===== config.mk =====
export PLATFORM = sky130hd
export DESIGN_NAME = bp_cce_dir_lru_reader
export DESIGN_NICKNAME = d
export VERILOG_FILES = /design/src/rtl/bp_cce_dir_lru_reader.sv
export SDC_FILE = /design/constraint.sdc
export NUM_CORES = 1
export LEC_CHECK = 0
export BUFFER_PORTS_ARGS = -buffer_cell sky130_fd_sc_hd__clkbuf_2
export CORE_AREA = 5 5 174 176
export CTS_BUF_LIST = sky130_fd_sc_hd__clkbuf_4 sky130_fd_sc_hd__clkbuf_8 sky130_fd_sc_hd__clkbuf_16
export DETAILED_ROUTE_END_ITERATION = 16
export DIE_AREA = 0 0 179 181
export PLACE_DENSITY = 0.45
export REMOVE_ABC_BUFFERS = 1
export SYNTH_ARGS = -nofsm -noshare
export SYNTH_HDL_FRONTEND = slang
export SYNTH_SLANG_ARGS = --single-unit

===== constraint.sdc =====
create_clock -name clk_i -period 2.4 [get_ports clk_i]
set_input_delay 0.12 -clock clk_i [delete_from_list [all_inputs] [get_ports clk_i]]
set_output_delay 0.12 -clock clk_i [all_outputs]
set_load 0.01 [all_outputs]

===== src/rtl/bp_cce_dir_lru_reader.sv =====
// Directory LRU reader: walks every row of one directory set, streams each row downstream and
// latches the requesting LCE's LRU entry (found/excl/tag) onto a valid/yumi result port.
module bp_cce_dir_lru_reader #(
    parameter int num_way_groups_p   = 16,
    parameter int num_lce_p          = 4,
    parameter int assoc_p            = 8,
    parameter int tag_width_p        = 10,
    parameter int tag_sets_per_row_p = 2,
    localparam int coh_bits_lp       = 3,
    localparam int entry_width_lp    = tag_width_p + coh_bits_lp,
    localparam int row_width_p       = tag_sets_per_row_p * assoc_p * entry_width_lp,
    localparam int rows_per_set_lp   = num_lce_p / 2,
    localparam int set_width_lp      = (num_way_groups_p > 1) ? $clog2(num_way_groups_p) : 1,
    localparam int lce_width_lp      = (num_lce_p > 1) ? $clog2(num_lce_p) : 1,
    localparam int way_width_lp      = (assoc_p > 1) ? $clog2(assoc_p) : 1,
    localparam int addr_width_lp     = (num_way_groups_p * rows_per_set_lp > 1)
                                       ? $clog2(num_way_groups_p * rows_per_set_lp) : 1,
    localparam int row_num_width_lp  = (rows_per_set_lp > 1) ? $clog2(rows_per_set_lp) : 1
) (
    input  logic                          clk_i,
    input  logic                          reset_n_i,

    input  logic                          req_v_i,
    output logic                          req_ready_o,
    input  logic [set_width_lp-1:0]       req_set_i,
    input  logic [lce_width_lp-1:0]       req_lce_i,
    input  logic [way_width_lp-1:0]       req_lru_way_i,

    output logic                          ram_v_o,
    output logic [addr_width_lp-1:0]      ram_addr_o,
    input  logic [row_width_p-1:0]        ram_data_i,
    input  logic [tag_sets_per_row_p-1:0] ram_row_v_i,

    output logic                          row_v_o,
    output logic [row_width_p-1:0]        row_o,
    output logic [tag_sets_per_row_p-1:0] row_tag_v_o,
    output logic [row_num_width_lp-1:0]   row_num_o,

    output logic                          lru_v_o,
    input  logic                          lru_yumi_i,
    output logic                          lru_found_o,
    output logic                          lru_cached_excl_o,
    output logic [tag_width_p-1:0]        lru_tag_o
);

    if (tag_sets_per_row_p != 2) begin : g_bad_tag_sets
        $error("bp_cce_dir_lru_reader supports only tag_sets_per_row_p == 2");
    end

    typedef enum logic [1:0] {
        READY = 2'd0,
        READ  = 2'd1,
        DRAIN = 2'd2,
        DONE  = 2'd3
    } state_e;

    state_e                        state_q, state_d;
    logic [set_width_lp-1:0]       set_q, set_d;
    logic [lce_width_lp-1:0]       lce_q, lce_d;
    logic [way_width_lp-1:0]       way_q, way_d;
    logic [row_num_width_lp-1:0]   rd_ptr_q, rd_ptr_d;
    logic                          rsp_v_q, rsp_v_d;
    logic [row_num_width_lp-1:0]   rsp_num_q, rsp_num_d;
    logic                          found_q, found_d;
    logic                          excl_q, excl_d;
    logic [tag_width_p-1:0]        tag_q, tag_d;

    logic                          accept;
    logic                          last_read;
    logic                          hit;
    logic [lce_width_lp-1:0]       lce_row;
    logic [entry_width_lp-1:0]     entry;
    logic [coh_bits_lp-1:0]        entry_state;
    logic [tag_width_p-1:0]        entry_tag;

    assign accept    = (state_q == READY) && req_v_i;
    assign last_read = (rd_ptr_q == row_num_width_lp'(rows_per_set_lp - 1));
    assign lce_row   = lce_q >> 1;

    always_ff @(posedge clk_i) begin
        if (!reset_n_i) begin
            state_q   <= READY;
            set_q     <= '0;
            lce_q     <= '0;
            way_q     <= '0;
            rd_ptr_q  <= '0;
            rsp_v_q   <= 1'b0;
            rsp_num_q <= '0;
            found_q   <= 1'b0;
            excl_q    <= 1'b0;
            tag_q     <= '0;
        end else begin
            state_q   <= state_d;
            set_q     <= set_d;
            lce_q     <= lce_d;
            way_q     <= way_d;
            rd_ptr_q  <= rd_ptr_d;
            rsp_v_q   <= rsp_v_d;
            rsp_num_q <= rsp_num_d;
            found_q   <= found_d;
            excl_q    <= excl_d;
            tag_q     <= tag_d;
        end
    end

    always_comb begin
        state_d = state_q;
        case (state_q)
            READY:   if (req_v_i)    state_d = READ;
            READ:    if (last_read)  state_d = DRAIN;
            DRAIN:                   state_d = DONE;
            DONE:    if (lru_yumi_i) state_d = READY;
            default:                 state_d = READY;
        endcase
    end

    // Tag sets are packed LSB-first, ways LSB-first within a set; each entry is {tag, state}.
    always_comb begin
        entry       = ram_data_i[(int'(lce_q[0]) * assoc_p + int'(way_q)) * entry_width_lp
                                 +: entry_width_lp];
        entry_state = entry[coh_bits_lp-1:0];
        entry_tag   = entry[entry_width_lp-1 -: tag_width_p];
        hit         = rsp_v_q && ram_row_v_i[lce_q[0]]
                      && (lce_row == lce_width_lp'(rsp_num_q));
    end

    always_comb begin
        set_d     = set_q;
        lce_d     = lce_q;
        way_d     = way_q;
        rd_ptr_d  = rd_ptr_q;
        found_d   = found_q;
        excl_d    = excl_q;
        tag_d     = tag_q;
        rsp_v_d   = (state_q == READ);
        rsp_num_d = rd_ptr_q;
        if (accept) begin
            set_d    = req_set_i;
            lce_d    = req_lce_i;
            way_d    = req_lru_way_i;
            rd_ptr_d = '0;
            found_d  = 1'b0;
            excl_d   = 1'b0;
            tag_d    = '0;
        end else if (state_q == READ) begin
            rd_ptr_d = rd_ptr_q + 1'b1;
        end
        // Coherence state bit 0 marks shared copies (S, F, O); E and M are exclusive.
        if (hit) begin
            found_d = 1'b1;
            excl_d  = (|entry_state) & ~entry_state[0];
            tag_d   = entry_tag;
        end
    end

    always_comb begin
        req_ready_o       = (state_q == READY);
        ram_v_o           = (state_q == READ);
        ram_addr_o        = '0;
        if (state_q == READ) begin
            ram_addr_o = addr_width_lp'(set_q) * addr_width_lp'(rows_per_set_lp)
                         + addr_width_lp'(rd_ptr_q);
        end
        row_v_o           = rsp_v_q;
        row_o             = rsp_v_q ? ram_data_i : '0;
        row_tag_v_o       = rsp_v_q ? ram_row_v_i : '0;
        row_num_o         = rsp_v_q ? rsp_num_q : '0;
        lru_v_o           = (state_q == DONE);
        lru_found_o       = found_q;
        lru_cached_excl_o = excl_q;
        lru_tag_o         = tag_q;
    end

endmodule


# == Yosys cells after proc, flatten, opt, wreduce, memory -nomap -nowiden ==
# Cells that the tools add are included.
# Widths: inputs -> output; s select.
# classes
eq_ne,7
reduce_logical,8
n_lt_le_gt_ge,1
bitwise,3
mul,1
add_sub_neg,3
muxes,15
shifts,1
# op_table
cell,n
$mux 208,1
$shiftx 208x10->13,1
$mux 10,2
$mul 5x4->9 const B,1
$mux 2,4
$pmux 2 s4,1
$mux 1,6
$add 4x3->5,1
$add 5x1->5,1
$mux 5,1
$eq 2x2->1 const B,2
$ne 2x1->1 const B,2
$logic_and 1x1->1,3
$reduce_and 3->1,1
$reduce_or 3->1,1
$eq 2x1->1 const B,1
$logic_not 2->1,1
$lt 1x2->1 const B,1
$ne 2x2->1 const B,1
$not 1->1,2
$reduce_bool 2->1,1
$reduce_or 2->1,1
$add 1x1->1 const B,1
$and 1x1->1,1
$eq 1x1->1,1
# totals
register_bits,26
inputBits,223
word_cells,49
output_inout_bits,232

# == Longest topological paths before layout ==
# Gate-level depths: netlist of run 1.
# depth
ltp_word,6
depth_mapped,8
ltp_nobuf,6

# == Worst setup path after synthesis of run 1 ==
# OpenSTA, ideal clock, no wires.
# synth_path
kind,register to register
start,register way_q[0]
end,register tag_q[2] (netlist: lru_tag_o[2])
t_required_ps,2283
setup_slack_ps,659
period_less_slack_ps,1741
t_arrival_ps,1625
setup_time_ps,117
path_stages_with_launch,6
path_buffers,1
cell_sequence,dfxtp_1 > buf_2 > mux4_1 > a211oi_2 > a21oi_1 > a22o_1
# synth_via
elab_chain_len,4
# synth_rtl
item,line_no,rtl
from (decl),60,"logic [way_width_lp-1:0] way_q, way_d;"
from (signal assigned),96,way_q <= way_d;
$add 4x3->5,119,entry = ram_data_i[(int'(lce_q[0]) * assoc_p + int'(way_q)) * entry_width_lp
$mul 5x4->9,119,
$shiftx 208x10->13,119,
$mux 10,149,if (hit) begin
to (signal assigned),102,tag_q <= tag_d;
to (decl),66,"logic [tag_width_p-1:0] tag_q, tag_d;"
# Every way passes these cells.
# A chain may end at the register's enable or synchronous reset.

# == Worst setup path in the final report of run 1 ==
# Ends and elaborated chain as after synthesis.

==> results of run 1 <==
[where the power goes]
group | switching [uW] | total [uW] | internal (uW) | leakage, uW
Clock | 201 | 535 | 334 | 0.0000511
Sequential | 137 | 648 | 511 | 0.000214
Combinational | 1440 | 2700 | 1270 | 0.00343
[worst max-delay path: cells and delay by family (launching register included)]
family	cells	cell delay (ns)
buf+inv	1	0.25
compound gates	3	0.46
flops	1	0.57
simple gates	1	0.18
mux	1	0.52
[synth_stat cells, types with 2 or more instances]
library cell / number / share of area, %
and2_1: 229 / 34
xor2_1: 2 / 0.42
buf_4: 2 / 0.36
nor4_1: 2 / 0.30
o311ai_1: 4 / 0.84
mux4_1: 26 / 16
clkbuf_1: 26 / 2.3
ha_1: 4 / 1.2
and3_1: 2 / 0.30
nor3b_1: 2 / 0.36
o211ai_1: 6 / 1.1
mux2i_1: 12 / 2.9
a21oi_1: 10 / 1.2
dfxtp_1: 26 / 12
clkbuf_8: 4 / 1.3
a21boi_0: 10 / 1.8
nor2_1: 14 / 1.3
a22o_1: 11 / 2.3
nor3_1: 2 / 0.24
nand2_1: 22 / 2.0
o21ai_0: 4 / 0.48
buf_6: 6 / 1.6
inv_1: 10 / 0.90
mux4_2: 14 / 7.6
buf_2: 6 / 0.72
a211oi_2: 10 / 3.0
nand4b_1: 2 / 0.42
[metal layers]
metal,global-route usage [%],routed length (um),up-vias
met1,16.4,9470,2374
met2,23.5,11400,239
li1,-,-,2534
met3,2.05,1350,18
met4,2.18,340,0
met5,0,0,-
[flip-flops by register name (all words and copies together), names as in the netlist]
signal	cells
last_read	1
lce_q	2
lru_cached_excl_o	1
lru_found_o	1
lru_tag_o	10
row_v_o	1
rsp_num_q	1
set_q	4
state_q	2
way_q	3
[final timing paths]
check / start / to / cells past startpoint
setup / recovery: way_q[0] / lru_tag_o[2] / 6
hold / removal: req_set_i[3] / set_q[3] / 3
setup reg to reg: way_q[0] / lru_tag_o[2] / 6
hold reg to reg: set_q[3] / set_q[3] / 2
[cell usage in the layout (no fill, tap or decap), types with 3 or more instances in the layout]
cell type | netlist | routed
nand2_1 | 22 | 22
dfxtp_1 | 26 | 22
inv_1 | 10 | 9
buf_4 | 2 | 10
buf_12 | 0 | 4
nor2_1 | 14 | 14
clkbuf_2 | 0 | 454
clkbuf_16 | 0 | 3
a21oi_1 | 10 | 10
and2_1 | 229 | 229
o21ai_0 | 4 | 4
a21boi_0 | 10 | 10
a211oi_2 | 10 | 10
o211ai_1 | 6 | 6
mux4_1 | 26 | 26
ha_1 | 4 | 4
mux4_2 | 14 | 14
mux2i_1 | 12 | 12
o311ai_1 | 4 | 4
a22o_1 | 11 | 11
[final cells by class]
type                    count  share of cell area (%)
inverters                  10                   0.544
well taps                 384                    6.96
clock inverters             1                   0.435
clock buffers               3                    1.09
multi-input cells         395                    48.1
repair buffers            468                    35.2
flip-flops and latches     26                    7.69
[logic make-up (layout without fill, tap and decap cells)]
family,Yosys count,after routing,synth area share (%)
AOI/OAI and AO/OA,57,57,11.2
and+or+nand+nor,280,280,40.0
xor gates and xnor gates,2,2,0.420
DFF,26,26,12.5
buffers and inverters,56,482,7.92
adders and majority gates,4,4,1.20
muxes,52,52,26.8
[stage by stage]
stage               hold WS, ns  area, um2  instances  TNS (ns)  utilization, %
global route             0.0841       6900       1287         0            24.2
finish                   0.0697       6900       1287         0            24.2
detailed placement        0.364       6800       1283         0            23.9
CTS                      0.0607       6900       1287         0            24.2
global placement          0.358       6800       1283         0            23.9
floorplan                 0.247       3880        431   -116.27               -
==> impl_metrics.env, run 1 <==
export IMPL_worst_setup_hold_path_clk_slew_ns=0.08
export IMPL_finalSetupViolations=0
export IMPL_ys_ff_latch=26
export IMPL_crit_type="register to register"
export IMPL_timing_worst_slew_pin_value_ns=0.895
export IMPL_ios=455
export IMPL_htreeDepth=1
export IMPL_initial_core_util_pct=14.7
export IMPL_regToRegSetupSlack_ns=0.31
export IMPL_peakVddDrop_mv=0.395
export IMPL_hp_class="input port to register"
export IMPL_die_width_um=179
export IMPL_finalCritPeriodShare_pct=87.0
export IMPL_count_of_final_max_slew_check_failures=0
export IMPL_layout_setup_ws_ns=0.311
export IMPL_cts_tree="done"
export IMPL_detailed_route_drc_error_count=0
export IMPL_postCtsResizedCells=0
export IMPL_total_power_consumption_uw=3890
export IMPL_drv_cap=0
export IMPL_worst_clock_skew_ns=0.00635
export IMPL_placement_io_buffers=454
export IMPL_grt_ovfl_total=0
export IMPL_power_leakage_uw=0.00369
export IMPL_grt_first_pass_wirelength_um=32500
export IMPL_final_count_of_hold_timing_violations=0
export IMPL_crit_fanout=19
export IMPL_fillers=3161
export IMPL_cts_made_buffers=3
export IMPL_crit_start_category="register"
export IMPL_power_per_cell_area_nw_per_um2=563
export IMPL_first_global_vias=5351
export IMPL_pin_count_of_the_biggest_net_entering_global_routing=128
export IMPL_cts_root_to_sink_buffers=2
export IMPL_count_of_antenna_diodes_in_the_layout=0
export IMPL_route_antenna_remaining_nets=0
export IMPL_multiInputGateArea_um2=3320
export IMPL_first_pass_iters=6
export IMPL_wirelength_um=22600
export IMPL_preCtsSetupSlack_ns=0.300
export IMPL_synth_cell_area_um2=4170
export IMPL_synthesis_yosys_warnings=0
export IMPL_detailroute_via_count=5165
export IMPL_max_clock_freq_ghz=0.479
export IMPL_required_ns=2.57
export IMPL_postCtsSetupBuffers=0
export IMPL_dr_first_iter_drc_count=165
export IMPL_die_area_um2=32400
export IMPL_grt_usage_pct=13.0
export IMPL_initial_antenna_violation_count=0
export IMPL_root_buffer="clkbuf_16"
export IMPL_tritoncts_num_sinks=26
export IMPL_dp_hpwl_um=19000
export IMPL_synth_cells=477
export IMPL_slew_headroom_pct=40.3
export IMPL_outcome="completed"
export IMPL_floorplan_core_area_um2=28500
export IMPL_vias_per_cell=4.01
export IMPL_place_congestion=0.818
export IMPL_placementRows=62
export IMPL_ys_types=36
export IMPL_synth_top_flop_cell="dfxtp_1"
export IMPL_final_min_clock_period_ns=2.09
export IMPL_synthArstFlopShare_pct=0
export IMPL_number_of_synthesized_flops_with_an_enable_pin=0
export IMPL_seq_area_um2=531
export IMPL_worst_path_largest_cell_delay_ns=0.57
export IMPL_die_height_um=181
export IMPL_rsz0062_at_grt="no"
export IMPL_areaGrowthSynthToFinish_pct=65.4
export IMPL_syn_area_per_cell_um2=8.75
export IMPL_avgRoutedWirePerCell_um=17.5
export IMPL_finish_net_count=1131
export IMPL_final_layout_size_suffix_gt1_share_pct=55.5
export IMPL_end_kind="register"
export IMPL_crit_arrival_ns=2.26
export IMPL_critical_path_cell_chain="buf_12 > mux4_2 > and2_1 > a211oi_2 > a21oi_1 > a22o_1"
export IMPL_clk_insertion_delay_late_ns=0.28
export IMPL_cts_hold_repair_buffers=0
export IMPL_crit_slowest_cell="dfxtp_4"
export IMPL_synth_sequential_area_ratio_pct=12.5
Note: power is estimated with default switching activity, not from simulation.
==> inputs of run 2 (changes only) <==
--- a/config.mk
+++ b/config.mk
@@ -5,12 +5,13 @@
 export SDC_FILE = /design/constraint.sdc
 export NUM_CORES = 1
 export LEC_CHECK = 0
+export ABC_AREA = 1
 export BUFFER_PORTS_ARGS = -buffer_cell sky130_fd_sc_hd__clkbuf_2
-export CORE_AREA = 5 5 174 176
+export CORE_AREA = 5 5 175 177
 export CTS_BUF_LIST = sky130_fd_sc_hd__clkbuf_4 sky130_fd_sc_hd__clkbuf_8 sky130_fd_sc_hd__clkbuf_16
 export DETAILED_ROUTE_END_ITERATION = 16
-export DIE_AREA = 0 0 179 181
-export PLACE_DENSITY = 0.45
+export DIE_AREA = 0 0 180 182
+export PLACE_DENSITY = 0.46
 export REMOVE_ABC_BUFFERS = 1
 export SYNTH_ARGS = -nofsm -noshare
 export SYNTH_HDL_FRONTEND = slang
==> impl_metrics.env, run 2 <==
export IMPL_root_buffer="clkbuf_16"
export IMPL_count_of_final_max_slew_check_failures=0
export IMPL_seq_area_um2=529
export IMPL_outcome="completed"
export IMPL_timing_worst_slew_pin_value_ns=0.530
export IMPL_initial_core_util_pct=15.7
export IMPL_multiInputGateArea_um2=2760
export IMPL_synthArstFlopShare_pct=0
export IMPL_final_count_of_hold_timing_violations=0
export IMPL_number_of_synthesized_flops_with_an_enable_pin=0
export IMPL_regToRegSetupSlack_ns=0.54
export IMPL_floorplan_core_area_um2=29100
export IMPL_postCtsResizedCells=0
export IMPL_post_synth_most_frequent_cells="290 x nand2_1, 247 x inv_1, 139 x nor2_1"
export IMPL_finish_net_count=1610
export IMPL_postCtsSetupBuffers=0
export IMPL_ios=455
export IMPL_crit_slowest_cell="dfxtp_4"
export IMPL_vias_per_cell=4.03
export IMPL_worst_clock_skew_ns=0.00431
export IMPL_initial_antenna_violation_count=0
export IMPL_fillers=3462
export IMPL_cts_root_to_sink_buffers=2
export IMPL_worst_setup_hold_path_clk_slew_ns=0.08
export IMPL_largest_reg_flops=10
export IMPL_synth_sequential_area_ratio_pct=11.4
export IMPL_detailed_route_drc_error_count=0
export IMPL_max_clock_freq_ghz=0.536
export IMPL_rsz0062_at_grt="no"
export IMPL_tritoncts_num_sinks=26
export IMPL_synthTopCellsByArea="nand2_1 24%, inv_1 20%, nor2_1 11%"
export IMPL_grtUsageMet2_pct=26.5
export IMPL_post_synth_top_count_cell="nand2_1"
export IMPL_count_of_antenna_diodes_in_the_layout=0
export IMPL_finalSetupViolations=0
export IMPL_end_kind="register"
export IMPL_synthDominantCellAreaShare_pct=23.8
export IMPL_power_leakage_uw=0.00546
export IMPL_crit_start_category="register"
export IMPL_layout_setup_ws_ns=0.536
export IMPL_ys_types=29
export IMPL_route_antenna_remaining_nets=0
export IMPL_r2r_end="lru_tag_o[7]"
export IMPL_use_met3_pct=3.15
export IMPL_final_cell_mix="454 x clkbuf_2, 290 x nand2_1, 247 x inv_1"
export IMPL_worst_setup_path_startpoint="way_q[0]"
export IMPL_synthesis_yosys_warnings=0
export IMPL_slew_headroom_pct=64.6
export IMPL_grtUsageMet1_pct=18.6
export IMPL_most_frequent_standard_cell_in_the_layout_excluding_fill_and_tap_cells="clkbuf_2"
export IMPL_grt_busiest_layer="met2"
export IMPL_dr_first_iter_drc_count=244
export IMPL_crit_type="register to register"
export IMPL_required_ns=2.58
export IMPL_placementRows=63
export IMPL_power_per_cell_area_nw_per_um2=597
export IMPL_final_layout_size_suffix_gt1_share_pct=35.2
export IMPL_place_area_um2=7160
export IMPL_crit_arrival_ns=2.04
export IMPL_synth_cell_area_um2=4570
export IMPL_avgRoutedWirePerCell_um=14.8
export IMPL_grt_usage_pct=14.9
export IMPL_placement_io_buffers=454
export IMPL_ys_ff_latch=26
export IMPL_areaGrowthSynthToFinish_pct=59.0
export IMPL_crit_fanout=71
export IMPL_final_min_clock_period_ns=1.86
export IMPL_fin_area_um2=7270
export IMPL_synth_top_flop_cell="dfxtp_1"
export IMPL_first_pass_iters=5
export IMPL_place_congestion=0.837
export IMPL_drv_cap=0
export IMPL_cts_made_buffers=3
export IMPL_die_height_um=182
export IMPL_preCtsSetupSlack_ns=0.461
export IMPL_die_width_um=180
export IMPL_wirelength_um=26200
export IMPL_synth_cells=971
export IMPL_cts_tree="done"
export IMPL_htreeDepth=1
export IMPL_critical_path_cell_chain="inv_8 > buf_4 > nor2_1 > nor2_1 > o21ai_0 > o21ai_1 > o21ai_1 > nand2_1 > nand3_1 > nand2_1"
export IMPL_peakVddDrop_mv=0.460
export IMPL_grt_first_pass_wirelength_um=39500
export IMPL_worst_hold_path_cells=3
export IMPL_first_global_vias=7053
export IMPL_cts_hold_repair_buffers=0
export IMPL_worst_path_largest_cell_delay_ns=0.60
export IMPL_clk_insertion_delay_late_ns=0.27
export IMPL_die_area_um2=32800
export IMPL_detailroute_via_count=7149
export IMPL_grt_ovfl_total=0
export IMPL_rr_startpoint="way_q[0]"
export IMPL_timing_critical_path_to="lru_tag_o[7]"
export IMPL_finalCritPeriodShare_pct=77.7
export IMPL_r2r_worst_path_cells=10
export IMPL_hp_class="input port to register"
export IMPL_yosysTopAreaCell="nand2_1"
export IMPL_pin_count_of_the_biggest_net_entering_global_routing=117
export IMPL_syn_area_per_cell_um2=4.71
export IMPL_dp_hpwl_um=21700
run 2: power breakdown:
group          leakage [uW]  switching (uW)  internal, uW
Clock             0.0000511             198           334
Sequential         0.000214             112           523
Combinational       0.00520            2050          1130
Total               0.00546            2360          1980
run 2: per-stage QoR:
| stage | hold slack [ns] | util, % | setup TNS (ns) | instances | total power, uW |
|---|---|---|---|---|---|
| 2_1_floorplan | 0.218 | - | -371.64 | 909 | 2520 |
| 3_3_place_gp | 0.380 | 24.6 | 0 | 1768 | 3870 |
| 3_5_place_dp | 0.385 | 24.6 | 0 | 1768 | 3880 |
| 4_1_cts | 0.0842 | 25.0 | 0 | 1772 | 4450 |
| 5_1_grt | 0.109 | 25.0 | 0 | 1772 | 4820 |
| 6_report | 0.0924 | 25.0 | 0 | 1772 | 4340 |
run 2: layout make-up:
type,instances,area share [%]
inverters,250,13.1
multi-input cells,633,38.0
repair buffers,469,33.5
clock inverters,1,0.413
well taps,390,6.71
clock buffers,3,1.03
flip-flops and latches,26,7.28
run 2: layer usage:
layer  up-vias  part of all wire [%]
met3        29                   6.8
li1       3681                     -
met1      3144                    43
met5         -                     0
met2       295                    48
met4         0                   1.9
run 2: how the worst min path moves through the flow:
| stage | from | endpoint | slack (ns) |
|---|---|---|---|
| 2_1_floorplan | reset_n_i | row_v_o | 0.22 |
| 3_3_place_gp | req_set_i[3] | set_q[3] | 0.38 |
| 3_5_place_dp | req_set_i[0] | set_q[0] | 0.39 |
| 4_1_cts | req_set_i[3] | set_q[3] | 0.08 |
| 5_1_grt | req_set_i[3] | set_q[3] | 0.11 |
| 6_report | req_set_i[3] | set_q[3] | 0.09 |
run 2: cells by family after synthesis:
| group | after synthesis | synth area share, % |
|---|---|---|
| flops | 26 | 11.4 |
| buf+inv | 312 | 28.2 |
| fa+ha+maj | 4 | 1.09 |
| compound gates | 163 | 19.3 |
| simple gates | 466 | 40.0 |
run 2: worst max-delay path: cells and delay by family, from the launching register on:
| family | cells | cell delay, ns |
|---|---|---|
| buffers and inverters | 2 | 0.50 |
| flip-flops | 1 | 0.60 |
| AO/OA/AOI/OAI | 3 | 0.28 |
| AND/OR/NAND/NOR | 5 | 0.31 |
